`config.mk`:
```
export PLATFORM = sky130hd
export DESIGN_NAME = mem_arbiter_flat
export DESIGN_NICKNAME = d
export VERILOG_FILES = /design/src/rtl/cpu_types_pkg.sv /design/src/rtl/mem_arbiter_if.sv /design/src/rtl/mem_arbiter.sv /design/src/flat_wrapper.sv
export SDC_FILE = /design/constraint.sdc
export NUM_CORES = 1
export LEC_CHECK = 0
export CAP_MARGIN = 20
export CORE_ASPECT_RATIO = 1.4
export CORE_MARGIN = 4
export CORE_UTILIZATION = 35
export CTS_CLUSTER_DIAMETER = 200
export DETAILED_ROUTE_END_ITERATION = 7
export PLACE_DENSITY = 0.8
export REMOVE_ABC_BUFFERS = 1
export SLEW_MARGIN = 20
export SYNTH_ARGS = -nofsm -noshare
export SYNTH_HDL_FRONTEND = slang
export SYNTH_SLANG_ARGS = --single-unit
```
`constraint.sdc`:
```
create_clock -name CLK -period 3.37 [get_ports CLK]
set_input_delay 0.337 -clock CLK [delete_from_list [all_inputs] [get_ports CLK]]
set_output_delay 0.337 -clock CLK [all_outputs]
set_load 0.02 [all_outputs]
```
`src/rtl/cpu_types_pkg.sv`:
```
`default_nettype none
// ============================================================================
//  Module   : cpu_types_pkg
//  Purpose  : Shared CPU type definitions: machine word, RAM handshake state
//             and the memory-arbiter FSM state encoding.
//  Ports    : none (package)
//  Revision : 1.0 - initial release
// ============================================================================
package cpu_types_pkg;

    localparam int c_WORD_W = 32;

    typedef logic [c_WORD_W-1:0] word_t;

    // Response code returned by the RAM/memory-control block each cycle.
    typedef enum logic [1:0] {
        FREE   = 2'd0,
        BUSY   = 2'd1,
        ACCESS = 2'd2,
        ERROR  = 2'd3
    } ramstate_t;

    // Memory arbiter FSM states.
    typedef enum logic [1:0] {
        IDLE    = 2'd0,
        IFETCH  = 2'd1,
        DACCESS = 2'd2
    } arb_state_t;

endpackage
`default_nettype wire

```
`src/rtl/mem_arbiter_if.sv`:
```
`default_nettype none
// ============================================================================
//  Module   : mem_arbiter_if
//  Purpose  : Bundles the fetch-side, data-side and RAM-side signals of the
//             memory arbiter.
//  Ports    : fetch  - iREN, iaddr, halt (in to arbiter); ihit, iload (out)
//             data   - dREN, dWEN, daddr, dstore (in); dhit, dload (out)
//             RAM    - ramload, ramstate (in); ramREN, ramWEN, ramaddr,
//                      ramstore (out)
//             status - err, fault (out)
//             Modport arb is the arbiter view, modport tb the environment.
//  Revision : 1.0 - initial release
// ============================================================================
interface mem_arbiter_if;
    import cpu_types_pkg::*;

    // Instruction fetch side
    logic      iREN;
    word_t     iaddr;
    logic      ihit;
    word_t     iload;
    logic      halt;

    // Data side
    logic      dREN;
    logic      dWEN;
    word_t     daddr;
    word_t     dstore;
    logic      dhit;
    word_t     dload;

    // RAM side
    logic      ramREN;
    logic      ramWEN;
    word_t     ramaddr;
    word_t     ramstore;
    word_t     ramload;
    ramstate_t ramstate;

    // Status
    logic      err;
    logic      fault;

    modport arb (
        input  iREN, iaddr, halt,
        input  dREN, dWEN, daddr, dstore,
        input  ramload, ramstate,
        output ihit, iload, dhit, dload,
        output ramREN, ramWEN, ramaddr, ramstore,
        output err, fault
    );

    modport tb (
        output iREN, iaddr, halt,
        output dREN, dWEN, daddr, dstore,
        output ramload, ramstate,
        input  ihit, iload, dhit, dload,
        input  ramREN, ramWEN, ramaddr, ramstore,
        input  err, fault
    );

endinterface
`default_nettype wire

```
`src/rtl/mem_arbiter.sv`:
```
`default_nettype none
// ============================================================================
//  Module   : mem_arbiter
//  Purpose  : Shares one single-ported RAM between instruction fetch and data
//             load/store. One transaction outstanding at a time, data wins
//             over fetch, one-cycle hit pulse back to the served requester.
//             Consecutive RAM errors are counted; exceeding MAX_RETRY sets a
//             sticky fault which blocks further fetch grants.
//  Ports    : CLK   - system clock, rising edge
//             nRST  - synchronous active-low reset
//             bus   - mem_arbiter_if.arb (fetch, data, RAM and status signals)
//  Params   : MAX_RETRY - consecutive ERROR responses tolerated before fault
//  Revision : 1.0 - initial release
// ============================================================================
module mem_arbiter
    import cpu_types_pkg::*;
#(
    parameter int MAX_RETRY = 3
) (
    input  logic       CLK,
    input  logic       nRST,
    mem_arbiter_if.arb bus
);

    // Counter must hold values up to MAX_RETRY and is at least 2 bits wide.
    localparam int c_CNT_W = ($clog2(MAX_RETRY + 1) > 2) ? $clog2(MAX_RETRY + 1) : 2;
    localparam logic [c_CNT_W-1:0] c_RETRY_LIMIT = c_CNT_W'(MAX_RETRY);

    arb_state_t         r_state;
    logic               r_ram_ren;
    logic               r_ram_wen;
    word_t              r_addr;
    word_t              r_store;
    logic [c_CNT_W-1:0] r_retry;
    logic               r_fault;

    logic               w_active;
    logic               w_access;
    logic               w_error;
    logic               w_data_req;
    logic               w_fetch_req;
    logic               w_ihit;
    logic               w_dhit;

    assign w_active    = (r_state != IDLE);
    assign w_access    = w_active && (bus.ramstate == ACCESS);
    assign w_error     = w_active && (bus.ramstate == ERROR);
    assign w_data_req  = bus.dREN | bus.dWEN;
    // Data grants ignore halt/fault; only fetch is gated by them.
    assign w_fetch_req = bus.iREN & ~bus.halt & ~r_fault;

    assign w_ihit = (r_state == IFETCH)  && (bus.ramstate == ACCESS);
    assign w_dhit = (r_state == DACCESS) && (bus.ramstate == ACCESS);

    // The RAM-side registers double as the latched request copy: they are
    // loaded on grant and cleared on completion, so IDLE drives all zeros.
    always_ff @(posedge CLK) begin
        if (!nRST) begin
            r_state   <= IDLE;
            r_ram_ren <= 1'b0;
            r_ram_wen <= 1'b0;
            r_addr    <= '0;
            r_store   <= '0;
            r_retry   <= '0;
            r_fault   <= 1'b0;
        end else begin
            case (r_state)
                IDLE: begin
                    if (w_data_req) begin
                        r_state   <= DACCESS;
                        r_ram_ren <= ~bus.dWEN;
                        r_ram_wen <= bus.dWEN;
                        r_addr    <= bus.daddr;
                        r_store   <= bus.dstore;
                    end else if (w_fetch_req) begin
                        r_state   <= IFETCH;
                        r_ram_ren <= 1'b1;
                        r_ram_wen <= 1'b0;
                        r_addr    <= bus.iaddr;
                        r_store   <= '0;
                    end
                end

                IFETCH, DACCESS: begin
                    // FREE/BUSY fall through and hold everything.
                    if (w_access || w_error) begin
                        r_state   <= IDLE;
                        r_ram_ren <= 1'b0;
                        r_ram_wen <= 1'b0;
                        r_addr    <= '0;
                        r_store   <= '0;
                    end
                    if (w_access) begin
                        r_retry <= '0;
                    end else if (w_error) begin
                        // Incrementing past the limit trips the fault instead.
                        if (r_retry >= c_RETRY_LIMIT) begin
                            r_fault <= 1'b1;
                            r_retry <= '0;
                        end else begin
                            r_retry <= r_retry + c_CNT_W'(1);
                        end
                    end
                end

                default: begin
                    r_state   <= IDLE;
                    r_ram_ren <= 1'b0;
                    r_ram_wen <= 1'b0;
                    r_addr    <= '0;
                    r_store   <= '0;
                end
            endcase
        end
    end

    assign bus.ramREN   = r_ram_ren;
    assign bus.ramWEN   = r_ram_wen;
    assign bus.ramaddr  = r_addr;
    assign bus.ramstore = r_store;

    assign bus.ihit  = w_ihit;
    assign bus.iload = w_ihit ? bus.ramload : '0;
    assign bus.dhit  = w_dhit;
    assign bus.dload = w_dhit ? bus.ramload : '0;

    assign bus.err   = w_error;
    assign bus.fault = r_fault;

endmodule
`default_nettype wire

```
`src/flat_wrapper.sv`:
```
// flat-port wrapper written by rule: the top's interface ports become plain ports
module mem_arbiter_flat import cpu_types_pkg::*;
#(
    parameter int MAX_RETRY = 3
)
  (CLK, nRST, bus_iREN, bus_iaddr, bus_halt, bus_dREN, bus_dWEN, bus_daddr, bus_dstore, bus_ramload, bus_ramstate, bus_ihit, bus_iload, bus_dhit, bus_dload, bus_ramREN, bus_ramWEN, bus_ramaddr, bus_ramstore, bus_err, bus_fault);
  mem_arbiter_if bus_i ();
  input  logic CLK;
  input  logic nRST;
  input wire logic [$bits(bus_i.iREN)-1:0] bus_iREN;
  input wire logic [$bits(bus_i.iaddr)-1:0] bus_iaddr;
  input wire logic [$bits(bus_i.halt)-1:0] bus_halt;
  input wire logic [$bits(bus_i.dREN)-1:0] bus_dREN;
  input wire logic [$bits(bus_i.dWEN)-1:0] bus_dWEN;
  input wire logic [$bits(bus_i.daddr)-1:0] bus_daddr;
  input wire logic [$bits(bus_i.dstore)-1:0] bus_dstore;
  input wire logic [$bits(bus_i.ramload)-1:0] bus_ramload;
  input wire logic [$bits(bus_i.ramstate)-1:0] bus_ramstate;
  output wire logic [$bits(bus_i.ihit)-1:0] bus_ihit;
  output wire logic [$bits(bus_i.iload)-1:0] bus_iload;
  output wire logic [$bits(bus_i.dhit)-1:0] bus_dhit;
  output wire logic [$bits(bus_i.dload)-1:0] bus_dload;
  output wire logic [$bits(bus_i.ramREN)-1:0] bus_ramREN;
  output wire logic [$bits(bus_i.ramWEN)-1:0] bus_ramWEN;
  output wire logic [$bits(bus_i.ramaddr)-1:0] bus_ramaddr;
  output wire logic [$bits(bus_i.ramstore)-1:0] bus_ramstore;
  output wire logic [$bits(bus_i.err)-1:0] bus_err;
  output wire logic [$bits(bus_i.fault)-1:0] bus_fault;
  assign bus_i.iREN = bus_iREN;
  assign bus_i.iaddr = bus_iaddr;
  assign bus_i.halt = bus_halt;
  assign bus_i.dREN = bus_dREN;
  assign bus_i.dWEN = bus_dWEN;
  assign bus_i.daddr = bus_daddr;
  assign bus_i.dstore = bus_dstore;
  assign bus_i.ramload = bus_ramload;
  assign bus_i.ramstate = bus_ramstate;
  assign bus_ihit = bus_i.ihit;
  assign bus_iload = bus_i.iload;
  assign bus_dhit = bus_i.dhit;
  assign bus_dload = bus_i.dload;
  assign bus_ramREN = bus_i.ramREN;
  assign bus_ramWEN = bus_i.ramWEN;
  assign bus_ramaddr = bus_i.ramaddr;
  assign bus_ramstore = bus_i.ramstore;
  assign bus_err = bus_i.err;
  assign bus_fault = bus_i.fault;
  mem_arbiter #(.MAX_RETRY(MAX_RETRY)) u_core (.CLK(CLK), .nRST(nRST), .bus(bus_i));
endmodule
```
==> metrics.yaml, run 1 <==
synth_top_family_by_area: "simple AND/OR/NAND/NOR gates"
fin_crit_ns: 2.45
worst_path_dominant_cell_family: "buffers and inverters"
syn_area_sq_um: 3920
drtIter0Drc: 123
place_area_sq_um: 6640
synthSimpleGateAreaFrac_pct: 28.3
die_w_um: 97.4
drt-total-wl_mm: 13.7
yosysMostFrequentCell: "nand2_1"
grt_first_pass_wirelength_mm: 21.0
fin_area_sq_um: 6980
utilization_pct: 63.9
synth_area_leader_cell: "dfxtp_1"
cts_root_buffer: "clkbuf_16"
cts.sinks: 71
ys_top_cells_by_area: "dfxtp_1 (36%), mux2i_1 (17%), and2_1 (10%), nand2_1 (9.6%), nor3b_1 (6.1%)"
synth_common_cells: "nand2_1 (100), dfxtp_1 (71), mux2i_1 (66)"
power.share.switching_pct: 37.2
p_sw_mw: 1.68
synth-seq-cells: 71
yosysWarnings: 0
p_clk_share_pct: 21.3
total_power_mw: 4.50
yosysSeqAreaShare_pct: 36.3
grt_max_degree: 69
path_buf_inv: 3
critPathArrivalTime_ns: 2.12
tightest_slew_ns: 0.893
path_cells: "clkdlybuf4s50_1 -> and3_1 -> buf_4 -> and2_1 -> clkdlybuf4s50_1"
leakage_nw: 2.61
fin_worst_skew_ns: 0.00433
peakVddDrop_mv: 0.427
hold_class: "reg2reg"
p_per_area_nw_per_um2: 646
viasPerCell: 4.85
seqCellArea_sq_um: 1420
gp_congestion: 0.825
synth_adder_area_share_pct: 1.60
wl_per_cell_um: 15.8
clkSlewWorstSetupHoldPaths_ns: 0.06
nNetsFinal: 858
synth_xor_area_share_pct: 0
fin_tns_setup_ns: 0
io_buffers: 269
rsz0062_at_grt: "false"
ant_nets: 0
cts_inserted_buffers: 9
end_kind: "output pin"
min_period_over_period_pct: 72.8
row_count: 45
fmax_mhz: 408
via_count: 4189
ys_types: 27
clock_latency_ns: 0.33
multiInputGateArea_sq_um: 2310
worst_path_max_delay_cell: "clkdlybuf4s50_1"
cts_tree: "done"
ctsLongestPathBuffers: 2
dieArea_sq_um: 13000
fillers: 936
h-tree-depth: 3
crit_fanout: 33
synth_mux_area_share_pct: 17.1
critical_path_class: "in2out"
antenna_found_initial: 0
n_antenna_cell: 0
final_layout_size_suffix_gt1_share_pct: 4.02
grt_pass1_vias: 4104
max_slew_margin_pct: 40.4
status: "finished clean"
start_util_pct: 35.9
ctsHoldBuffers: 0
drv_slew: 0
ios: 270
p_comb_share_pct: 49.5
hold_violations: 0
postCtsResizedCells: 0
synth_edf_count: 0
dp_hpwl_mm: 10.7
setup_viol: 0
fp.coreArea_sq_um: 10900
cts_setup_buffers: 0
synth_top_cell_area_share_pct: 36.3
overflow: 0
drc: 0
drt-pass1-iter-count: 4
synthArstFlopShare_pct: 0
seq_power_share_pct: 29.1
area_delta_synth_final_pct: 78.0
syn_avg_cell_area_sq_um: 8.30
worstSetupStartpointType: "primary input"
crit_required_ns: 3.03
slowest_delay_ns: 0.63
dieHeight_um: 133
path_common_cell: "clkdlybuf4s50_1"
max_cap_viol_count: 0
synth-compound-area-share_pct: 11.6
grt_use_total_pct: 20.0
synthFlopType: "dfxtp_1"
syn_inst: 472
p_int_mw: 2.83
==> cell usage in the layout, fill, tap and decap left out, drive strengths merged <==
| master | netlist | layout |
|---|---|---|
| bufinv | 0 | 1 |
| o211a | 1 | 1 |
| ha | 5 | 5 |
| mux2 | 1 | 1 |
| nand3b | 2 | 2 |
| mux2i | 66 | 66 |
| clkbuf | 29 | 9 |
| o21a | 32 | 32 |
| a22oi | 2 | 2 |
| dfxtp | 71 | 71 |
| clkdlybuf4s50 | 0 | 266 |
| a32o | 1 | 1 |
| nand3 | 1 | 1 |
| inv | 4 | 6 |
| or2 | 1 | 1 |
| clkinvlp | 0 | 1 |
| or3b | 1 | 1 |
| nor3b | 32 | 32 |
| nand2 | 100 | 100 |
| a211oi | 1 | 1 |
| and3 | 2 | 2 |
| and2 | 65 | 65 |
| nand2b | 1 | 1 |
| buf | 13 | 10 |
| and4b | 1 | 1 |
| o21ai | 32 | 32 |
| a21oi | 2 | 2 |
| clkinv | 0 | 3 |
| nor2 | 6 | 6 |
==> path summary, 6_finish.rpt <==
kind / start / to / slack, ns / cells past startpoint
worst min-delay path: u_core.bus.ramstore[13] / u_core.bus.ramstore[13] / 0.46 / 2
worst max register to register: u_core.r_state[0] / u_core.bus.ramstore[17] / 1.32 / 6
worst min register to register: u_core.bus.ramstore[13] / u_core.bus.ramstore[13] / 0.46 / 2
worst max-delay path: bus_ramstate[1] / bus_dload[21] / 0.92 / 5
==> final cells by class <==
| type | count | share of cell area (%) |
|---|---|---|
| timing repair buffer | 276 | 39.4 |
| multi-input combinational | 355 | 33.1 |
| sequential | 71 | 20.4 |
| clock buffer | 9 | 3.23 |
| tap | 141 | 2.53 |
| clock inverter | 7 | 1.15 |
| inverter | 4 | 0.215 |
==> metal layers <==
layer / share of wire [%] / vias to the layer above / GRT usage (%)
li1: - / 2077 / -
met1: 36 / 1895 / 19.7
met2: 53 / 188 / 37.7
met3: 7.9 / 29 / 5.50
met4: 3.7 / 0 / 10.5
met5: 0 / - / 0
==> per-stage QoR <==
step	hold slack (ns)	cells	setup slack, ns
CTS	0.462	862	0.887
global route	0.484	863	0.810
detailed placement	0.451	846	0.892
floorplan	0.436	430	-0.363
global placement	0.445	846	0.887
finish	0.459	863	0.918
==> cells by family after synthesis <==
logic type	after synthesis
multiplexers	67
AO/OA/AOI/OAI	71
AND/OR/NAND/NOR	212
flip-flops	71
adder cells (fa/ha/maj)	5
buffers and inverters	46
==> state kept, by name (all words and copies together) (netlist names) <==
name	flops
u_core.bus.ramREN	1
u_core.bus.ramaddr	32
u_core.bus.ramstore	32
u_core.bus.ramWEN	1
u_core.r_state	2
u_core.r_retry	2
u_core.bus.fault	1
==> power groups by stage <==
| stage | Clock [mW] | Combinational, mW | Sequential (mW) |
|---|---|---|---|
| after CTS | 0.986 | 2.24 | 1.31 |
| final | 0.962 | 2.23 | 1.31 |
| after detailed placement | 0 | 2.23 | 1.33 |
| after global routing | 1.03 | 2.37 | 1.35 |
| after global placement | 0 | 2.21 | 1.31 |
| after floorplan | 0 | 1.10 | 1.63 |
==> tightest hold or removal path: stages, from the launching register on <==
cell and delay [ns]:
dfxtp_1 0.31, nand2_1 0.05, mux2i_1 0.05
Power figures use the tool's default switching activity.
==> run 2, diff against run 1 <==
- clock period: 3.37 -> 2.45 ns (I/O delays scaled with it)
==> metrics.yaml, run 2 (synthesis results as in run 1) <==
status: "finished clean"
use_met2_pct: 39.4
grt_use_total_pct: 20.2
seq_power_share_pct: 28.6
reg2reg_to: "u_core.bus.ramstore[14]"
p_per_area_nw_per_um2: 897
start_util_pct: 35.9
fp.coreArea_sq_um: 10900
drt-pass1-iter-count: 4
path_cells: "inv_1 -> ha_1 -> and3_1 -> buf_12 -> and2_1 -> clkdlybuf4s50_1"
ctsLongestPathBuffers: 2
critical_path_class: "reg2out"
gp_congestion: 0.859
ios: 270
grt_first_pass_wirelength_mm: 21.1
drv_slew: 0
ant_nets: 0
worst_path_max_delay_cell: "clkdlybuf4s50_1"
via_count: 4183
power.share.switching_pct: 36.2
place_area_sq_um: 6710
max_cap_viol_count: 0
fin_crit_ns: 2.33
viasPerCell: 4.83
clkSlewWorstSetupHoldPaths_ns: 0.06
worst_path_dominant_cell_family: "buffers and inverters"
path_buf_inv: 3
hold_violations: 0
grt_max_degree: 61
row_count: 45
hold_class: "in2reg"
drc: 0
drt-total-wl_mm: 13.9
leakage_nw: 2.64
worst-r2r-setup-slack_ns: 0.45
slowest_delay_ns: 0.64
p_int_mw: 4.03
fillers: 961
whs_ns: 0.270
worstHoldStart: "nRST"
fin_worst_skew_ns: 0.00714
end_kind: "output pin"
area_delta_synth_final_pct: 79.5
antenna_found_initial: 0
cts_inserted_buffers: 9
clock_latency_ns: 0.33
p_comb_share_pct: 48.9
worstSetupStartpointType: "flip-flop"
fin_area_sq_um: 7030
cts_setup_buffers: 0
crit_fanout: 33
cts.sinks: 71
setup_viol: 0
fmax_mhz: 430
final_cell_mix: "clkdlybuf4s50_1 (266), nand2_1 (100), dfxtp_1 (71)"
tightest_slew_ns: 0.622
p_clk_share_pct: 22.5
cts_tree: "done"
critPathArrivalTime_ns: 2.08
io_buffers: 269
dieArea_sq_um: 13000
peakVddDrop_mv: 0.414
cts_root_buffer: "clkbuf_16"
min_period_over_period_pct: 95.0
die_w_um: 97.4
wl_per_cell_um: 16.1
met3_usage_pct: 6.65
nNetsFinal: 861
holdPathEnd: "u_core.bus.ramaddr[31]"
rsz0062_at_grt: "false"
n_antenna_cell: 0
whs_path_depth: 3
p_sw_mw: 2.28
dp_hpwl_mm: 11.0
final_common_cell: "clkdlybuf4s50_1"
max_slew_margin_pct: 58.5
drtIter0Drc: 95
crit_required_ns: 2.20
h-tree-depth: 3
ctsHoldBuffers: 0
final_layout_size_suffix_gt1_share_pct: 4.14
overflow: 0
postCtsResizedCells: 0
total_power_mw: 6.31
use_met1_pct: 19.1
busiest_layer: "met2"
reg2reg_depth: 6
dieHeight_um: 133
grt_pass1_vias: 4119
r2r_start: "u_core.r_state[0]"
run 2: cell count changes in the layout (fill, tap and decap cells not counted), sizes merged:
cell	before	now
bufinv	1	2
clkinvlp	1	0
buf	10	13
inv	6	5
clkinv	3	1
clkbuf	9	12
run 2: metal layers:
| metal | share of wire [%] | vias to the layer above | wire, um |
|---|---|---|---|
| met2 | 54 | 188 | 7510 |
| li1 | - | 2077 | - |
| met1 | 35 | 1889 | 4850 |
| met3 | 8.0 | 29 | 1110 |
| met5 | 0 | - | 0 |
| met4 | 3.2 | 0 | 448 |
run 2: worst max path at each step:
stage | from | endpoint | slack [ns] | cells past startpoint
3_5_place_dp | bus_ramstate[1] | bus_dload[31] | 0.25 | 5
4_1_cts | u_core.r_state[0] | bus_dload[31] | 0.1 | 6
6_report | u_core.r_state[0] | bus_dload[31] | 0.12 | 6
3_3_place_gp | bus_ramstate[1] | bus_dload[31] | 0.28 | 5
2_1_floorplan | u_core.r_state[0] | u_core.r_state[1] | -1.28 | 5
5_1_grt | u_core.r_state[0] | bus_dload[31] | 0.01 | 6
run 2: per-stage QoR:
step,setup WS (ns),TNS (ns),utilization (%),instances
global route,0.0120,0,64.4,866
finish,0.123,0,64.4,866
detailed placement,0.250,0,61.4,850
floorplan,-1.28,-75.92,-,430
CTS,0.0973,0,64.4,866
global placement,0.280,0,61.4,850
run 2: power by group through the flow:
stage	Sequential, mW	Clock [mW]	Combinational, mW
after floorplan	2.08	0	1.29
after CTS	1.81	1.45	3.12
after global routing	1.86	1.51	3.28
after global placement	1.80	0	3.06
after detailed placement	1.83	0	3.11
final	1.80	1.42	3.09
run 2: final cells by class:
type / count / area, sq um / area share (%)
timing repair buffer: 279 / 2790 / 39.7
sequential: 71 / 1420 / 20.2
inverter: 4 / 15.0 / 0.213
clock buffer: 12 / 246 / 3.50
tap: 141 / 176 / 2.51
multi-input combinational: 355 / 2310 / 32.8
clock inverter: 4 / 77.6 / 1.10
run 2: worst reg2reg max path, stage by stage, from the launching register on:
cell and delay, ns:
dfxtp_1 0.31, inv_1 0.13, ha_1 0.27, nand2b_1 0.21, a32o_4 0.43, buf_12 0.32
mux2i_1 0.27
